### src/rtl/vedic_mult_pipe.sv
// Pipelined Urdhva-Tiryagbhyam multiplier, WIDTH x WIDTH -> 2*WIDTH, valid/ready on both sides.
// Define VEDIC_SIGNED_EN to add the sgn port and two's-complement operand support.
module vedic_mult_pipe #(
  parameter int WIDTH = 16
) (
  input  logic               clk,
  input  logic               rst,
  input  logic               in_valid,
  output logic               in_ready,
  input  logic [WIDTH-1:0]   a,
  input  logic [WIDTH-1:0]   b,
`ifdef VEDIC_SIGNED_EN
  input  logic               sgn,
`endif
  output logic               out_valid,
  input  logic               out_ready,
  output logic [2*WIDTH-1:0] p
);

  localparam int H = WIDTH / 2;
  localparam int D = H / 2;

  function automatic logic [3:0] cell2x2(input logic [1:0] x, input logic [1:0] y);
    logic t1, t2, t3, c1;
    t1 = x[1] & y[0];
    t2 = x[0] & y[1];
    t3 = x[1] & y[1];
    c1 = t1 & t2;
    return {t3 & c1, t3 ^ c1, t1 ^ t2, x[0] & y[0]};
  endfunction

  // Quadrant product: 2-bit digit cells summed column by column (vertically and crosswise).
  function automatic logic [2*H-1:0] quadMul(input logic [H-1:0] x, input logic [H-1:0] y);
    logic [2*H-1:0] acc;
    logic [2*H-1:0] col;
    acc = '0;
    for (int k = 0; k < 2*D-1; k++) begin
      col = '0;
      for (int i = 0; i < D; i++) begin
        for (int j = 0; j < D; j++) begin
          if (i + j == k) begin
            col = col + {{(2*H-4){1'b0}}, cell2x2(x[2*i +: 2], y[2*j +: 2])};
          end
        end
      end
      acc = acc + (col << (2*k));
    end
    return acc;
  endfunction

  logic               v1Q, v2Q, v3Q, v4Q;
  logic               v1D, v2D, v3D, v4D;
  logic [WIDTH-1:0]   aQ, bQ, aD, bD;
  logic [2*H-1:0]     q0Q, q1Q, q2Q, q3Q;
  logic [2*H-1:0]     q0D, q1D, q2D, q3D;
  logic [2*H+1:0]     midQ, midD;
  logic [H-1:0]       loQ, loD;
  logic [2*H-1:0]     hiQ, hiD;
  logic [2*WIDTH-1:0] pQ, pD;
  logic [3*H-1:0]     upper;
  logic [2*WIDTH-1:0] prod;
  logic [WIDTH-1:0]   aMag, bMag;
  logic               inFire, adv1, adv2, adv3, outFire;

  // Each stage moves when the one below is empty or moving, so bubbles collapse under a stall.
  assign outFire  = v4Q && out_ready;
  assign adv3     = v3Q && (!v4Q || out_ready);
  assign adv2     = v2Q && (!v3Q || adv3);
  assign adv1     = v1Q && (!v2Q || adv2);
  assign in_ready = !rst && (!v1Q || adv1);
  assign inFire   = in_valid && in_ready;

  assign upper = {{(H-2){1'b0}}, midQ} + {hiQ, {H{1'b0}}};

`ifdef VEDIC_SIGNED_EN
  logic s1Q, s2Q, s3Q, s1D, s2D, s3D;

  assign aMag = (sgn && a[WIDTH-1]) ? (~a + WIDTH'(1)) : a;
  assign bMag = (sgn && b[WIDTH-1]) ? (~b + WIDTH'(1)) : b;
  assign prod = s3Q ? (~{upper, loQ} + (2*WIDTH)'(1)) : {upper, loQ};

  always_comb begin
    s1D = s1Q;
    s2D = s2Q;
    s3D = s3Q;
    if (inFire) s1D = sgn && (a[WIDTH-1] ^ b[WIDTH-1]);
    if (adv1)   s2D = s1Q;
    if (adv2)   s3D = s2Q;
  end

  always_ff @(posedge clk) begin
    if (rst) begin
      s1Q <= 1'b0;
      s2Q <= 1'b0;
      s3Q <= 1'b0;
    end else begin
      s1Q <= s1D;
      s2Q <= s2D;
      s3Q <= s3D;
    end
  end
`else
  assign aMag = a;
  assign bMag = b;
  assign prod = {upper, loQ};
`endif

  always_comb begin
    v1D  = inFire || (v1Q && !adv1);
    v2D  = adv1   || (v2Q && !adv2);
    v3D  = adv2   || (v3Q && !adv3);
    v4D  = adv3   || (v4Q && !outFire);
    aD   = aQ;
    bD   = bQ;
    q0D  = q0Q;
    q1D  = q1Q;
    q2D  = q2Q;
    q3D  = q3Q;
    midD = midQ;
    loD  = loQ;
    hiD  = hiQ;
    pD   = pQ;
    if (inFire) begin
      aD = aMag;
      bD = bMag;
    end
    if (adv1) begin
      q0D = quadMul(aQ[H-1:0],     bQ[H-1:0]);
      q1D = quadMul(aQ[WIDTH-1:H], bQ[H-1:0]);
      q2D = quadMul(aQ[H-1:0],     bQ[WIDTH-1:H]);
      q3D = quadMul(aQ[WIDTH-1:H], bQ[WIDTH-1:H]);
    end
    if (adv2) begin
      midD = {2'b00, q1Q} + {2'b00, q2Q} + {{(H+2){1'b0}}, q0Q[2*H-1:H]};
      loD  = q0Q[H-1:0];
      hiD  = q3Q;
    end
    if (adv3) pD = prod;
  end

  always_ff @(posedge clk) begin
    if (rst) begin
      v1Q  <= 1'b0;
      v2Q  <= 1'b0;
      v3Q  <= 1'b0;
      v4Q  <= 1'b0;
      aQ   <= '0;
      bQ   <= '0;
      q0Q  <= '0;
      q1Q  <= '0;
      q2Q  <= '0;
      q3Q  <= '0;
      midQ <= '0;
      loQ  <= '0;
      hiQ  <= '0;
      pQ   <= '0;
    end else begin
      v1Q  <= v1D;
      v2Q  <= v2D;
      v3Q  <= v3D;
      v4Q  <= v4D;
      aQ   <= aD;
      bQ   <= bD;
      q0Q  <= q0D;
      q1Q  <= q1D;
      q2Q  <= q2D;
      q3Q  <= q3D;
      midQ <= midD;
      loQ  <= loD;
      hiQ  <= hiD;
      pQ   <= pD;
    end
  end

  assign out_valid = v4Q;
  assign p         = pQ;

endmodule

### config.mk
export PLATFORM = sky130hd
export DESIGN_NAME = vedic_mult_pipe
export DESIGN_NICKNAME = d
export VERILOG_FILES = /design/src/rtl/vedic_mult_pipe.sv
export SDC_FILE = /design/constraint.sdc
export NUM_CORES = 1
export LEC_CHECK = 0
export CAP_MARGIN = 20
export CELL_PAD_IN_SITES_DETAIL_PLACEMENT = 0
export CELL_PAD_IN_SITES_GLOBAL_PLACEMENT = 1
export CORE_ASPECT_RATIO = 2
export CORE_MARGIN = 3
export CORE_UTILIZATION = 35
export DETAILED_ROUTE_END_ITERATION = 7
export HOLD_SLACK_MARGIN = 0.08
export MAX_ROUTING_LAYER = met4
export PLACE_DENSITY_LB_ADDON = 0.3
export SKIP_LAST_GASP = 1
export SLEW_MARGIN = 0
export SYNTH_ARGS = -nofsm -noshare
export SYNTH_HDL_FRONTEND = slang
export SYNTH_SLANG_ARGS = --single-unit
### constraint.sdc
create_clock -name clk -period 16.7 [get_ports clk]
set_clock_uncertainty 0.15 [all_clocks]
set_input_delay 1.67 -clock clk [delete_from_list [all_inputs] [get_ports clk]]
set_output_delay 1.67 -clock clk [all_outputs]
set_load 0.02 [all_outputs]
### Yosys cells after proc, flatten, opt, wreduce, memory -nomap -nowiden

Cells that the tools add are included.

* register bits: 174
* bits in latches: 0
* memory bits (writable): 0
* memory bits (read-only): 0
* input port bits: 36
* output and inout port bits: 34
* word-level logic and storage cells: 680
* memories kept: 0

* add/sub/neg operators: 63
* multipliers: 0
* divide/modulo/power cells: 0
* magnitude comparators: 0
* equality and inequality tests: 0
* shift operators: 0
* multiplexer cells: 64
* bitwise logic cells: 512
* reductions and logical operators: 27

Operators by type and width (number)
* 16-bit adder: 24
* 1-bit AND: 384
* 10-bit 2-to-1 mux: 16
* 12-bit 2-to-1 mux: 12
* 1-bit bitwise XOR: 128
* 10-bit by 4-bit adder with 10-bit output: 12
* 14-bit 2-to-1 mux: 8
* 12-bit by 4-bit adder with 12-bit output: 8
* 8-bit 2-to-1 mux: 12
* 8-bit by 4-bit adder with 8-bit output: 8
* 16-bit 2-to-1 mux: 4
* 14-bit by 4-bit adder with 14-bit output: 4
* 6-bit 2-to-1 mux: 8
* 18-bit by 24-bit adder with 24-bit output: 1
* 6-bit by 4-bit adder with 6-bit output: 4
* 17-bit by 8-bit adder with 18-bit output: 1
* 16-bit by 16-bit adder with 17-bit output: 1
* 4-bit 2-to-1 mux: 4
* 1-bit logical AND: 10
* 1-bit zero test: 9
* 1-bit logical OR: 8

### Logic depth before layout (Yosys ltp)

* word-level depth: 18
* gate-level depth with buffers: 24
* depth with buffers taken out: 23

### Least setup slack after synthesis

OpenSTA, ideal clock, no wires.

* path type: register -> register
* start: register aQ[2]
* end: register q0Q[15]
* setup time: 0.087 ns
* arrival: 5.348 ns
* slack: 11.115 ns
* cell stages (with the launch flop): 24
* path buffers: 1
* period minus slack after synthesis: 5.585 ns
* cells stage by stage: dfxtp_1 clkbuf_1 and2_1 ha_1 inv_1 fa_1 inv_1 ha_1 a21o_1 a21o_1 xor2_1 ha_1 inv_1 o21bai_1 nand3_1 fa_1 inv_1 fa_1 ha_1 a21oi_1 nor2_1 a2111oi_0 a21oi_1 o31ai_1

* cells in the longest elaborated chain, start to end: 13

RTL lines
* start: declaration: RTL line 53 `logic [WIDTH-1:0] aQ, bQ, aD, bD;`
* start signal: assignment: RTL line 147 `aQ <= '0;`
* start signal: assignment: RTL line 162 `aQ <= aD;`
* branches (longest 10 deep; another with 16-bit adder)
* 16-bit adder * (3 in a row): RTL line 46 `acc = acc + (col << (2*k));`
* end signal: assignment: RTL line 164 `q0Q <= q0D;`
* end: declaration: RTL line 54 `logic [2*H-1:0] q0Q, q1Q, q2Q, q3Q;`

Every way passes the cells marked *. The select of a mux whose other input is x is not followed.
A chain may end at the register's enable or synchronous reset.

### Final worst setup path

* start: register bQ[4]
* end: register q0Q[15]

* cells in the longest elaborated chain, start to end: 13

RTL lines
* start: declaration: RTL line 53
* start signal: assignment: RTL line 148 `bQ <= '0;`
* start signal: assignment: RTL line 163 `bQ <= bD;`
* 1-bit AND: RTL line 25 `t1 = x[1] & y[0];`
* 1-bit AND: RTL line 28 `c1 = t1 & t2;`
* 1-bit bitwise XOR or 1-bit AND (tied branches): RTL line 29 `return {t3 & c1, t3 ^ c1, t1 ^ t2, x[0] & y[0]};`
* 12-bit 2-to-1 mux or 10-bit by 4-bit adder with 10-bit output (tied branches): RTL line 127, 42
* 12-bit by 4-bit adder with 12-bit output or 10-bit 2-to-1 mux (tied branches): RTL line 42, 127
* 12-bit 2-to-1 mux or 10-bit by 4-bit adder with 10-bit output (tied branches): RTL line 127, 42
* 12-bit by 4-bit adder with 12-bit output or 10-bit 2-to-1 mux (tied branches): RTL line 42, 127
* 12-bit 2-to-1 mux or 10-bit by 4-bit adder with 10-bit output (tied branches): RTL line 127, 42
* 16-bit adder or 10-bit 2-to-1 mux (tied branches): RTL line 46, 127
* 16-bit adder (2 in a row): RTL line 46
* 16-bit adder * (2 in a row): RTL line 46

Every way passes the cells marked *; elsewhere a longest branch is shown, timed or not. The select of a mux whose other input is x is not followed.

==> results.md <==
- The flow ran to the end, and the final reports show no timing, DRC or antenna violations.
- Clock-pin slew was measured on the worst setup and hold paths at 80 ps.
- The largest net degree at the start of global routing is 76.
- In this run the remaining antenna-violating nets after routing total 0.
- The netlist area before placement is 0.01922 mm2.
- The post-layout minimum cycle time is 6133 ps.
- The top-area cell type share of the netlist area is 26.69%.
- Max-cap violations in this run came to 0.
- Counting instances, the worst hold path has a depth of 2.
- In this run the tightest slew margin relative to its limit is 39.78%.
- For this design, the sink count on the clock tree is 174.
- The die outline area is 0.05794 mm2.
- Summing the sequential cell areas from Yosys gives 18.12% of the chip area.
- The total vias in the final route is 15570.
- The worst supply voltage drop on vdd is 0.06493 mV.
- The cell with the biggest individual delay on the critical path is sky130_fd_sc_hd__dfxtp_1.
- At the end of the flow, the number of nets in the layout was 2796.
- The number of hold-slack violations in the final timing report is 0.
- For this run, the detailed router's first-pass iteration total came to 5.
- The first global-routing pass estimated 84.72 mm of wire.
- The clock reaches the later pin of the worst-skew pair after 460 ps.
- The clock passes through at most 2 buffers.
- The share of flip-flops with an asynchronous set or reset after synthesis is 0%.
- After detailed routing, the met3 layer carries 808 um of wire.
- Yosys mapped a number of flops with a built-in enable equal to 0.
- The initial standard-cell utilization of the core is 35.66%.
- Counting buffers and inverters, the worst setup path is 22 cells deep.
- The average routed wire per standard cell is 17.54 um.
- The static leakage is 11.15 nW.
- Including well taps, the total number of placed cells is 2916.
- The maximum fanout along the worst path is 17.
- The post-synthesis register bit count is 174.
- In the finished design, the share of the clock period the worst path needs comes to 36.72%.
- STA puts the critical path data required time at 16920 ps.
- The via count of the first global-routing pass is 16110.
- At the worst endpoint, the arrival time is 6350 ps.
- The worst setup path is of the flop to flop kind.
- For this design, the CTS-stage hold fixing added 0 buffers.
- The total setup violations reported at the end of the flow is 0.
- Leaving out fill and tap cells, the most frequent cells in the layout are sky130_fd_sc_hd__ha_1, sky130_fd_sc_hd__nand2_1, sky130_fd_sc_hd__and2_1, sky130_fd_sc_hd__a21oi_1, sky130_fd_sc_hd__dfxtp_1.
- Broken down by cell family, the worst path's largest delay share belongs to adder cells.
- Fill cells in the final layout number 5426.
- The synthesis-to-finish area growth is 9.809%.
- The wire length on met1 is 21.53 mm.
- Setup repair after global routing left no endpoint under its margin.
- The number of buffers inserted during clock tree synthesis is 17.
- The die height is 337.4 um.
- For this run, the number of standard cells in the final layout without fillers is 2947.
- The number of H-tree levels is 4.
- After clock tree synthesis, the setup repair step added 0 buffers.
- When the netlist entered floorplanning its net count stood at 2783.
- After the first detailed-routing iteration, the DRC count stood at 617.
- The core area is 0.05390 mm2.
- The met2 layer wire length in the routed design is 28.02 mm.
- The count of different cell masters after synthesis is 69.
- The highest metal layer used by the detailed router is met4.
- The gate count of the mapped netlist is 2251.
- Setup total negative slack on the finished layout was measured at 0 ps.
- The startpoint type of the worst setup path is a flop.
- Global routing used 18.97% of the available tracks.
- The initial antenna violation count came to 0.
- For this run, the number of Yosys warnings is 0.
- The final number of max-transition violations came to 0.
- The number of primary I/O pins is 70.
- Summed over all layers, the routed wires come to 51.70 mm.
- The power density over the cells is 52.68 mW/mm2.
- Each instance of the synthesized netlist takes up on average 8.540 um2.
- Counting both buffers and inverters, the worst setup path holds a total of 4.
- The most used flip-flop cell after synthesis is sky130_fd_sc_hd__dfxtp_1.
- TritonCTS built the clock tree.
- The count of antenna diodes in the layout is 0.
- The die width is 171.7 um.
- The fraction of layout instances using a drive strength above 1 is 2.988%.
- For this run, the slowest stage of the critical path takes 690 ps.
- At the pin with the least slew margin, the transition time is 902.4 ps.
- The most common library cell in the layout ignoring fill and taps is sky130_fd_sc_hd__ha_1.
- The tree is rooted in a sky130_fd_sc_hd__clkbuf_16.
- Across all hold checks on the routed design, the worst slack comes to 296.4 ps.
- The congestion estimate from routability-driven global placement came to 0.8262.
- The worst hold-check path type is flop to flop.
- The worst setup path is captured at a flop.
- By area the synthesized netlist is led by sky130_fd_sc_hd__ha_1, sky130_fd_sc_hd__dfxtp_1, sky130_fd_sc_hd__fa_1.
- The leading area contributor after synthesis is sky130_fd_sc_hd__ha_1.
- The count of buffers added on input and output ports is 69.
- The fmax is 0.1631 GHz.
- Row generation in the floorplan step produced 120 rows.
- For the worst flop-to-flop path, the logic depth is 22.
- Traced cell by cell, the critical path runs through and2_1 -> ha_1 -> inv_1 -> fa_1 -> inv_1 -> ha_1 -> a21o_1 -> a21o_1 -> xor2_1 -> ha_1 -> inv_1 -> o21bai_1 -> nand3_1 -> fa_1 -> inv_1 -> fa_1 -> ha_1 -> a21oi_1 -> nor2_1 -> a2111oi_0 -> a21oi_1 -> o31ai_1.
- In the routed design, unresolved DRC markers number 0.
- Once detailed placement completed, the half-perimeter wirelength came to 41.65 mm.
- After global routing the overflow that remains totals 0.
- The number of instances resized during post-cts repair is 0.
- Using the TritonRoute via totals, the vias-per-cell ratio works out to 5.283.
[through the flow]
| stage | setup WS (ps) | total power, mW | utilization (%) | area (um2) |
|---|---|---|---|---|
| 2_1_floorplan | 11120 | 0.6137 | - | 19220 |
| 3_3_place_gp | 10710 | 0.6914 | 38.03 | 20500 |
| 3_5_place_dp | 10590 | 0.6925 | 38.03 | 20500 |
| 4_1_cts | 10560 | 1.130 | 39.16 | 21110 |
| 5_1_grt | 10080 | 1.176 | 39.16 | 21110 |
| 6_report | 10570 | 1.112 | 39.16 | 21110 |
[power breakdown]
group	internal [mW]	switching (mW)
Sequential	0.428	0.0310
Combinational	0.0931	0.131
Clock	0.231	0.198
Total	0.752	0.360
[area by class of cell]
| class | instances | area, um2 | area share, % |
|---|---|---|---|
| multi-input cells | 1895 | 15020 | 71.14 |
| inverters | 89 | 334.1 | 1.583 |
| clock buffers | 18 | 439.2 | 2.080 |
| repair buffers | 87 | 823.3 | 3.900 |
| flip-flops and latches | 174 | 3483 | 16.50 |
| well taps | 671 | 839.6 | 3.977 |
| clock inverters | 13 | 172.7 | 0.8180 |
[synth_stat cells (all sizes together) (3+ instances only)]
library cell,number
nor2,95
o31ai,8
xor2,51
nor4b,9
o21a,19
a2111oi,8
o21bai,6
nand4,4
o2111ai,7
dfxtp,174
a211oi,23
mux2i,6
or4,4
inv,88
o31a,3
a31oi,14
a221oi,4
buf,22
nor4,4
a22oi,3
clkbuf,71
o211ai,12
fa,86
or4b,4
ha,410
nor3,18
a211o,10
a31o,5
a21o,86
and3,19
a21oi,196
or3,15
a311oi,4
nand3,46
and2,255
nor2b,11
nand2,259
nand3b,6
xnor2,64
o21ai,99
[sequential cells by signal (all words and copies together), names as in the netlist, 8 cells and up]
| name | cells |
|---|---|
| p | 32 |
| midQ | 18 |
| aQ | 16 |
| bQ | 16 |
| hiQ | 16 |
| q0Q | 16 |
| q1Q | 16 |
| q2Q | 16 |
| q3Q | 16 |
| loQ | 8 |
[worst paths after layout]
path,startpoint,slack [ps],endpoint
worst min register to register,loQ[0]$_SDFFE_PP0P_,300,p[0]$_SDFFE_PP0P_
worst min-delay path,loQ[0]$_SDFFE_PP0P_,300,p[0]$_SDFFE_PP0P_
worst max register to register,bQ[4]$_SDFFE_PP0P_,10570,q0Q[15]$_SDFFE_PP0P_
worst max-delay path,bQ[4]$_SDFFE_PP0P_,10570,q0Q[15]$_SDFFE_PP0P_
[worst min-delay path, delay by kind of cell (launching register included)]
| kind | cells | cell delay, ps |
|---|---|---|
| and+or+nand+nor | 1 | 50 |
| DFF | 1 | 310 |
| AOI/OAI and AO/OA | 1 | 50 |
[routing by layer]
layer  track usage, %  up-vias
met5                -        -
met4            5.948        0
met3            1.392       66
met2            35.77      193
met1            20.91     7394
li1                 -     7917
[cell families (layout without fill, tap and decap cells)]
group / count (synthesis) / after routing / share of synthesized area (%)
AND/OR/NAND/NOR: 758 / 758 / 20.05
XOR/XNOR: 115 / 115 / 5.240
adder cells (fa/ha/maj): 496 / 496 / 35.64
multiplexers: 6 / 6 / 0.3124
flip-flops: 174 / 174 / 18.12
buffers and inverters: 182 / 207 / 3.795
AO/OA/AOI/OAI: 520 / 520 / 16.84
No activity file was read; power rests on OpenSTA's default activity.
